File: config.mk
export PLATFORM = sky130hd
export DESIGN_NAME = ppu_oam_writer
export DESIGN_NICKNAME = d
export VERILOG_FILES = /design/src/rtl/ppu_oam_writer.sv
export SDC_FILE = /design/constraint.sdc
export NUM_CORES = 1
export LEC_CHECK = 0
export BUFFER_PORTS_ARGS = -buffer_cell sky130_fd_sc_hd__buf_2
export CAP_MARGIN = 10
export CORE_MARGIN = 1
export CORE_UTILIZATION = 40
export CTS_CLUSTER_DIAMETER = 50
export DETAILED_ROUTE_END_ITERATION = 8
export GPL_TIMING_DRIVEN = 0
export PLACE_DENSITY = 0.71
export SYNTH_ARGS = -nofsm -noshare
export SYNTH_HDL_FRONTEND = slang
export SYNTH_SLANG_ARGS = --single-unit
export TNS_END_PERCENT = 20
File: constraint.sdc
create_clock -name clk -period 2.7 [get_ports clk]
set_clock_uncertainty 0.15 [all_clocks]
set_input_delay 0.405 -clock clk [delete_from_list [all_inputs] [get_ports clk]]
set_output_delay 0.405 -clock clk [all_outputs]
set_load 0.01 [all_outputs]
File: src/rtl/ppu_oam_writer.sv
// PPU sprite RAM write-side controller: CPU OAMADDR/OAMDATA writes and $4014 DMA.
// Owns the spram write port and holds writes off while the sprite loader is busy.
module ppu_oam_writer #(
    parameter int DMA_LEN = 256
) (
    input  logic        clk,
    input  logic        rst,
    input  logic        reg_wr_en,
    input  logic [2:0]  reg_addr,
    input  logic [7:0]  reg_wr_data,
    input  logic        dma_start,
    input  logic [7:0]  dma_page,
    output logic        bus_rd_en,
    output logic [15:0] bus_addr,
    input  logic [7:0]  bus_rd_data,
    input  logic        bus_rd_valid,
    input  logic        loader_busy,
    output logic        spram_wr_en,
    output logic [7:0]  spram_wr_addr,
    output logic [7:0]  spram_wr_data,
    output logic [7:0]  oam_addr,
    output logic        cpu_halt,
    output logic        dma_busy,
    output logic        oam_drop
);

    typedef enum logic [2:0] {
        S_IDLE,
        S_HALT,
        S_READ,
        S_WAIT,
        S_WRITE,
        S_DONE
    } state_t;

    localparam logic [8:0] LAST_IDX = 9'(DMA_LEN - 1);

    state_t      state_q, state_d;
    logic [8:0]  idx_q, idx_d;
    logic [7:0]  page_q, page_d;
    logic [7:0]  byte_q, byte_d;
    logic        pend_q, pend_d;
    logic [7:0]  pend_addr_q, pend_addr_d;
    logic [7:0]  pend_data_q, pend_data_d;
    logic [7:0]  oam_addr_q, oam_addr_d;
    logic        wr_en_q, wr_en_d;
    logic [7:0]  wr_addr_q, wr_addr_d;
    logic [7:0]  wr_data_q, wr_data_d;
    logic        rd_en_q, rd_en_d;
    logic [15:0] bus_addr_q, bus_addr_d;
    logic        halt_q, halt_d;
    logic        drop_q, drop_d;
    logic        reg_ok;

    always_ff @(posedge clk or negedge rst) begin
        if (!rst) begin
            state_q     <= S_IDLE;
            idx_q       <= '0;
            page_q      <= '0;
            byte_q      <= '0;
            pend_q      <= 1'b0;
            pend_addr_q <= '0;
            pend_data_q <= '0;
            oam_addr_q  <= '0;
            wr_en_q     <= 1'b0;
            wr_addr_q   <= '0;
            wr_data_q   <= '0;
            rd_en_q     <= 1'b0;
            bus_addr_q  <= '0;
            halt_q      <= 1'b0;
            drop_q      <= 1'b0;
        end else begin
            state_q     <= state_d;
            idx_q       <= idx_d;
            page_q      <= page_d;
            byte_q      <= byte_d;
            pend_q      <= pend_d;
            pend_addr_q <= pend_addr_d;
            pend_data_q <= pend_data_d;
            oam_addr_q  <= oam_addr_d;
            wr_en_q     <= wr_en_d;
            wr_addr_q   <= wr_addr_d;
            wr_data_q   <= wr_data_d;
            rd_en_q     <= rd_en_d;
            bus_addr_q  <= bus_addr_d;
            halt_q      <= halt_d;
            drop_q      <= drop_d;
        end
    end

    always_comb begin
        state_d     = state_q;
        idx_d       = idx_q;
        page_d      = page_q;
        byte_d      = byte_q;
        pend_d      = pend_q;
        pend_addr_d = pend_addr_q;
        pend_data_d = pend_data_q;
        oam_addr_d  = oam_addr_q;
        wr_en_d     = 1'b0;
        wr_addr_d   = wr_addr_q;
        wr_data_d   = wr_data_q;
        rd_en_d     = 1'b0;
        bus_addr_d  = bus_addr_q;
        drop_d      = 1'b0;
        reg_ok      = reg_wr_en && (state_q == S_IDLE);

        if (pend_q && !loader_busy) begin
            wr_en_d   = 1'b1;
            wr_addr_d = pend_addr_q;
            wr_data_d = pend_data_q;
            pend_d    = 1'b0;
        end

        if (reg_ok && reg_addr == 3'd3) begin
            oam_addr_d = reg_wr_data;
        end

        // An idle loader takes the byte straight away; otherwise it parks.
        if (reg_ok && reg_addr == 3'd4) begin
            if (pend_q) begin
                drop_d = 1'b1;
            end else begin
                oam_addr_d = oam_addr_q + 8'd1;
                if (loader_busy) begin
                    pend_d      = 1'b1;
                    pend_addr_d = oam_addr_q;
                    pend_data_d = reg_wr_data;
                end else begin
                    wr_en_d   = 1'b1;
                    wr_addr_d = oam_addr_q;
                    wr_data_d = reg_wr_data;
                end
            end
        end

        unique case (state_q)
            S_IDLE: begin
                if (dma_start) begin
                    page_d  = dma_page;
                    idx_d   = '0;
                    state_d = S_HALT;
                end
            end
            S_HALT: state_d = S_READ;
            S_READ: state_d = S_WAIT;
            S_WAIT: begin
                if (bus_rd_valid) begin
                    byte_d  = bus_rd_data;
                    state_d = S_WRITE;
                end
            end
            S_WRITE: begin
                if (!loader_busy && !pend_q) begin
                    wr_en_d    = 1'b1;
                    wr_addr_d  = oam_addr_q;
                    wr_data_d  = byte_q;
                    oam_addr_d = oam_addr_q + 8'd1;
                    idx_d      = idx_q + 9'd1;
                    state_d    = (idx_q == LAST_IDX) ? S_DONE : S_READ;
                end
            end
            S_DONE: state_d = S_IDLE;
            default: state_d = S_IDLE;
        endcase

        if (state_d == S_READ) begin
            rd_en_d    = 1'b1;
            bus_addr_d = {page_q, idx_d[7:0]};
        end
        halt_d = (state_d != S_IDLE);
    end

    assign bus_rd_en     = rd_en_q;
    assign bus_addr      = bus_addr_q;
    assign spram_wr_en   = wr_en_q;
    assign spram_wr_addr = wr_addr_q;
    assign spram_wr_data = wr_data_q;
    assign oam_addr      = oam_addr_q;
    assign cpu_halt      = halt_q;
    assign dma_busy      = halt_q;
    assign oam_drop      = drop_q;

endmodule

=== Yosys cells after proc, flatten, opt, wreduce, memory -nomap -nowiden ===
Index checks and enable logic that the tools add are counted.

* Logic and storage cells: 81
* Register bits: 89

* Equal/unequal tests: 10
* Bitwise gates (word level): 1
* Muxes and demuxes: 38
* Add/sub/neg operators: 2
* Reductions and logical operators: 14

{| class="wikitable"
|+ Operators by type and width
! kind !! number
|-
| 2-to-1 mux 8 bit || 17
|-
| 2-to-1 mux 9 bit || 2
|-
| case mux 9 bit (2 select lines) || 1
|-
| case mux 3 bit (5 select lines) || 1
|-
| 2-to-1 mux 1 bit || 13
|-
| == test 3 x 2 -> 1 bit (second input constant) || 4
|-
| 2-to-1 mux 3 bit || 4
|-
| adder 9 x 1 -> 9 bit (second input constant) || 1
|-
| == test 9 x 8 -> 1 bit (second input constant) || 1
|-
| adder 8 x 1 -> 8 bit (second input constant) || 1
|-
| == test 3 bit (second input constant) || 2
|-
| AND reduction 3 bit || 2
|-
| logical AND 1 bit || 5
|-
| != test 2 bit (second input constant) || 2
|-
| AND reduction 2 bit || 2
|-
| == test 3 x 1 -> 1 bit (second input constant) || 1
|-
| logical NOT 3 bit || 1
|-
| nonzero test 3 bit || 1
|-
| logical NOT 1 bit || 2
|-
| nonzero test 2 bit || 1
|-
| NOT 1 bit || 1
|}

=== Logic depth before layout (Yosys ltp) ===
* Depth in word-level cells: 8
* Mapped depth: 8
* Depth with buffers taken out: 7

=== Worst setup path after synthesis ===
No wires, ideal clock.

* Path kind: reg2reg
* From: register idx_q[0]
* To: register bus_addr_q[10] (netlist: bus_addr[10])
* Setup time: 0.125 ns
* Stages on the path, launching flop included: 9
* Path slack: 0.417 ns
* Data required time: 2.425 ns
* Arrival time: 2.009 ns
* Cell sequence: dfrtp_1 > ha_1 > and4_1 > and4_1 > ha_1 > inv_1 > a22oi_2 > buf_2 > mux2_2

* Word-level cells in the longest chain between the ends: 5

{| class="wikitable"
|+ Ends and longest elaborated chain
! item !! line !! text
|-
| from (decl) || 39 || <nowiki>logic [8:0] idx_q, idx_d;</nowiki>
|-
| from (signal assigned) || 74 || <nowiki>idx_q <= idx_d;</nowiki>
|-
| == test 9 x 8 -> 1 bit || 160 || <nowiki>state_d = (idx_q == LAST_IDX) ? S_DONE : S_READ;</nowiki>
|-
| 2-to-1 mux 3 bit || 160 ||
|-
| 2-to-1 mux 3 bit || 154 || <nowiki>if (!loader_busy && !pend_q) begin</nowiki>
|-
| case mux 3 bit (5 select lines) || 137 || <nowiki>unique case (state_q)</nowiki>
|-
| == test 3 x 2 -> 1 bit || 167 || <nowiki>if (state_d == S_READ) begin</nowiki>
|-
| to (signal assigned) || 85 || <nowiki>bus_addr_q <= bus_addr_d;</nowiki>
|-
| to (decl) || 50 || <nowiki>logic [15:0] bus_addr_q, bus_addr_d;</nowiki>
|}

No other way between the ends.
A chain may end at the register's enable or synchronous reset.

=== Worst setup path after layout ===
* From: register idx_q[0]
* To: register bus_addr_q[9] (netlist: bus_addr[9])

The elaborated chain is that of the path after synthesis.

==> results by group <==
Timing
  • RSZ-0062 raised after global routing: no
  • Peak Freq: 417 MHz
  • Final Hold Vio Count: 0
  • Worst rel slew slack: 0.310
  • Slew @ Worst Pin: 1.03 ns
  • Final setup violation count: 0
  • Slew Viols, Final: 0
  • Final Cycle Share: 0.887
  • Setup TNS: 0 ns
  • Post-layout minimum cycle time: 2.40 ns

Floorplan
  • Chip Height: 104 µm
  • Core box area: 9910 µm²
  • Initial Util: 0.418
  • # IOs: 78
  • Die width: 104 µm
  • Row cnt: 36
  • Die area: 10,800 µm²

Layout
  • Most frequent cells in the layout: dfrtp_1 (89), buf_2 (81), nand2_1 (39)
  • Filler cells: 952
  • Layout cells sized above 1: 0.385
  • Ant diodes: 0
  • Non-Filler Instances: 580
  • Combined area of the multi-input logic cells: 1770 µm²
  • Post-layout nets: 478
  • Most common cell after layout, fill and taps aside: dfrtp_1
  • Register Area: 2230 µm²
  • Area Overhead vs Synth: 19.3%

Critical path
  • Worst Reg-to-Reg Cells: 8
  • Crit Path Max Fanout: 10
  • Req. time, crit path: 2.81 ns
  • Worst Path Arrival: 2.50 ns
  • Top delay family on crit path: simple AND/OR/NAND/NOR gates
  • Worst R2R End: bus_addr[9]$_DFFE_PN0N_
  • CP Cell Sequence: ha_1, and4_1, and4_1, ha_1, inv_1, a22oi_2, buf_2, mux2_2
  • Worst R2R Setup Slack: 0.30 ns
  • Crit end category: flip-flop
  • Startpoint Class: flip-flop
  • Critical path buffers and inverters: 2
  • Worst path max stage delay: 0.41 ns
  • Slowest CP cell: dfrtp_1
  • Setup Crit Path Kind: flip-flop to flip-flop
  • Reg2reg start: idx_q[0]$_DFF_PN0_

Yosys
  • Synth cell types: 54
  • Synthesized cell area: 4140 µm²
  • Syn_area_per_cell: 11.8 µm²
  • Asr flop ratio synth: 1.00
  • Yosys reg bits: 89
  • Commonest register cell after synthesis: dfrtp_1
  • Post-synth EDFFs: 0
  • Mapped Cells: 352
  • Syn nets: 388
  • Total number of yosys warnings: 0
  • Sequential area share after synthesis: 0.538

Routing
  • DR DRC count: 0
  • Initial DRC count: 189
  • Via-per-instance ratio: 5.25
  • Number of iterations in the first detailed-routing pass: 4
  • Via count: 3,045
  • Final WL: 9.17 mm
  • Detail Route Antenna Nets: 0
  • Routed len/inst: 15.8 µm

Power
  • Pwr/cell area: 965 nW/µm²
  • Leakage: 2.38 nW
  • Worst IR drop on VDD: 0.000481 V

Clock tree
  • Reg clk slew, reported paths: 0.10 ns
  • CTS tree: built
  • CTS Buf Count: 9
  • Worst skew pair latency: 0.37 ns
  • Bufs on Longest Clock Path: 2
  • H-tree depth: 3
  • Root Driver: clkbuf_8
  • CTS sink count: 89

Flow run
  • # Max-Cap Violations: 0

Place
  • Post-DP HPWL: 6.64 mm
  • Placed insts: 562
  • GPL Wtd Cong: 0.864
  • Port Buffers: 76

Global route
  • Number of global-route vias before repair: 3,061
  • Initial antenna violation count: 0
  • Largest net degree at the start of global routing: 71
  • Global-route wire length before repair: 15.4 mm
  • Total track usage: 0.181
  • Grt ovf: 0

Status
  • Status: finished clean

Min path
  • Worst Hold Class: input port to flip-flop
  • Beginning of the worst hold path: dma_page[6]
  • Hold path depth: 2
  • Hold endpoint: page_q[6]$_DFFE_PN0P_
==> synthesized netlist by cell type, types with 3 or more instances <==
master / count / share of area
buf_6: 3 / 0.0082
dfrtp_1: 89 / 0.54
or2_2: 4 / 0.0060
clkbuf_1: 8 / 0.0073
a22oi_1: 5 / 0.0091
nor4_1: 8 / 0.012
inv_1: 9 / 0.0082
a21o_1: 17 / 0.031
buf_2: 6 / 0.0073
nor3_2: 3 / 0.0073
nand3_1: 6 / 0.0073
mux2_4: 10 / 0.036
nand2_1: 39 / 0.035
nor3_1: 8 / 0.0097
and4_1: 3 / 0.0063
a31oi_1: 9 / 0.014
ha_1: 3 / 0.0091
mux2i_1: 6 / 0.015
a22o_1: 7 / 0.015
mux2_2: 38 / 0.10
o21ai_0: 7 / 0.0085
nor2_1: 22 / 0.020
or3_1: 3 / 0.0045
==> routing by layer <==
metal  vias to the layer above  track usage  routed length, µm  part of all wire
li1                       1453            -                  -                 -
met1                      1491        0.222               4070              0.44
met2                        86        0.302               4450              0.48
met3                        15       0.0585                535             0.058
met4                         0       0.0622                119             0.013
met5                         -            0                  0                 0
==> cell families (layout without fill, tap and decap cells) <==
group | after synthesis | in the layout | share of synthesized area
buf+inv | 29 | 124 | 0.0354
flops | 89 | 89 | 0.538
mux | 54 | 54 | 0.154
fa+ha+maj | 3 | 3 | 0.00907
simple gates | 114 | 114 | 0.149
compound gates | 63 | 63 | 0.115
==> state kept, by name, indices dropped and copies added, names as in the netlist <==
name           cells
bus_rd_en          1
page_q             8
spram_wr_addr      8
pend_data_q        8
cpu_halt           1
pend_addr_q        8
bus_addr          16
oam_addr           8
spram_wr_en        1
idx_q              9
spram_wr_data      8
state_q            3
oam_drop           1
byte_q             8
pend_q             1
==> through the flow <==
step	setup WS [ns]	util	total power (W)	hold slack, ns	cell area [µm²]
2_1_floorplan	0.417	-	0.00324	-0.0406	4140
6_report	0.304	0.499	0.00477	0.106	4940
5_1_grt	0.162	0.499	0.00508	0.0919	4940
3_5_place_dp	-0.00814	0.476	0.00383	0.162	4720
3_3_place_gp	0.0487	0.473	0.00374	0.302	4690
4_1_cts	0.286	0.499	0.00482	0.0902	4940
==> repair_timing <==
action | in CTS | in global routing
setup endpoints to repair | 5 | 0
setup buffers | 1 | 0
hold endpoints to repair | 19 | 0
gates resized for setup | 0 | 0
hold buffers | 1 | 0
==> worst max-delay path by stage <==
stage	start	end	depth (start not counted)
global route	idx_q[0]$_DFF_PN0_	bus_addr[8]$_DFFE_PN0N_	8
CTS	idx_q[0]$_DFF_PN0_	bus_addr[8]$_DFFE_PN0N_	8
detailed placement	idx_q[0]$_DFF_PN0_	bus_addr[9]$_DFFE_PN0N_	8
finish	idx_q[0]$_DFF_PN0_	bus_addr[9]$_DFFE_PN0N_	8
floorplan	idx_q[0]$_DFF_PN0_	bus_addr[10]$_DFFE_PN0N_	8
global placement	idx_q[0]$_DFF_PN0_	bus_addr[8]$_DFFE_PN0N_	8
==> power breakdown <==
part	internal (W)	switching (W)
Combinational	0.000863	0.000765
Clock	0.000444	0.000518
Sequential	0.00184	0.000338
==> layout make-up <==
type / count / share of cell area
Inverter: 9 / 0.00684
Timing Repair Buffer: 79 / 0.0866
Multi-Input combinational cell: 234 / 0.358
Buffer: 20 / 0.0228
Clock buffer: 9 / 0.0251
Clock inverter: 7 / 0.0167
Tap cell: 133 / 0.0337
Sequential cell: 89 / 0.451
(Power assumes the default switching activity.)
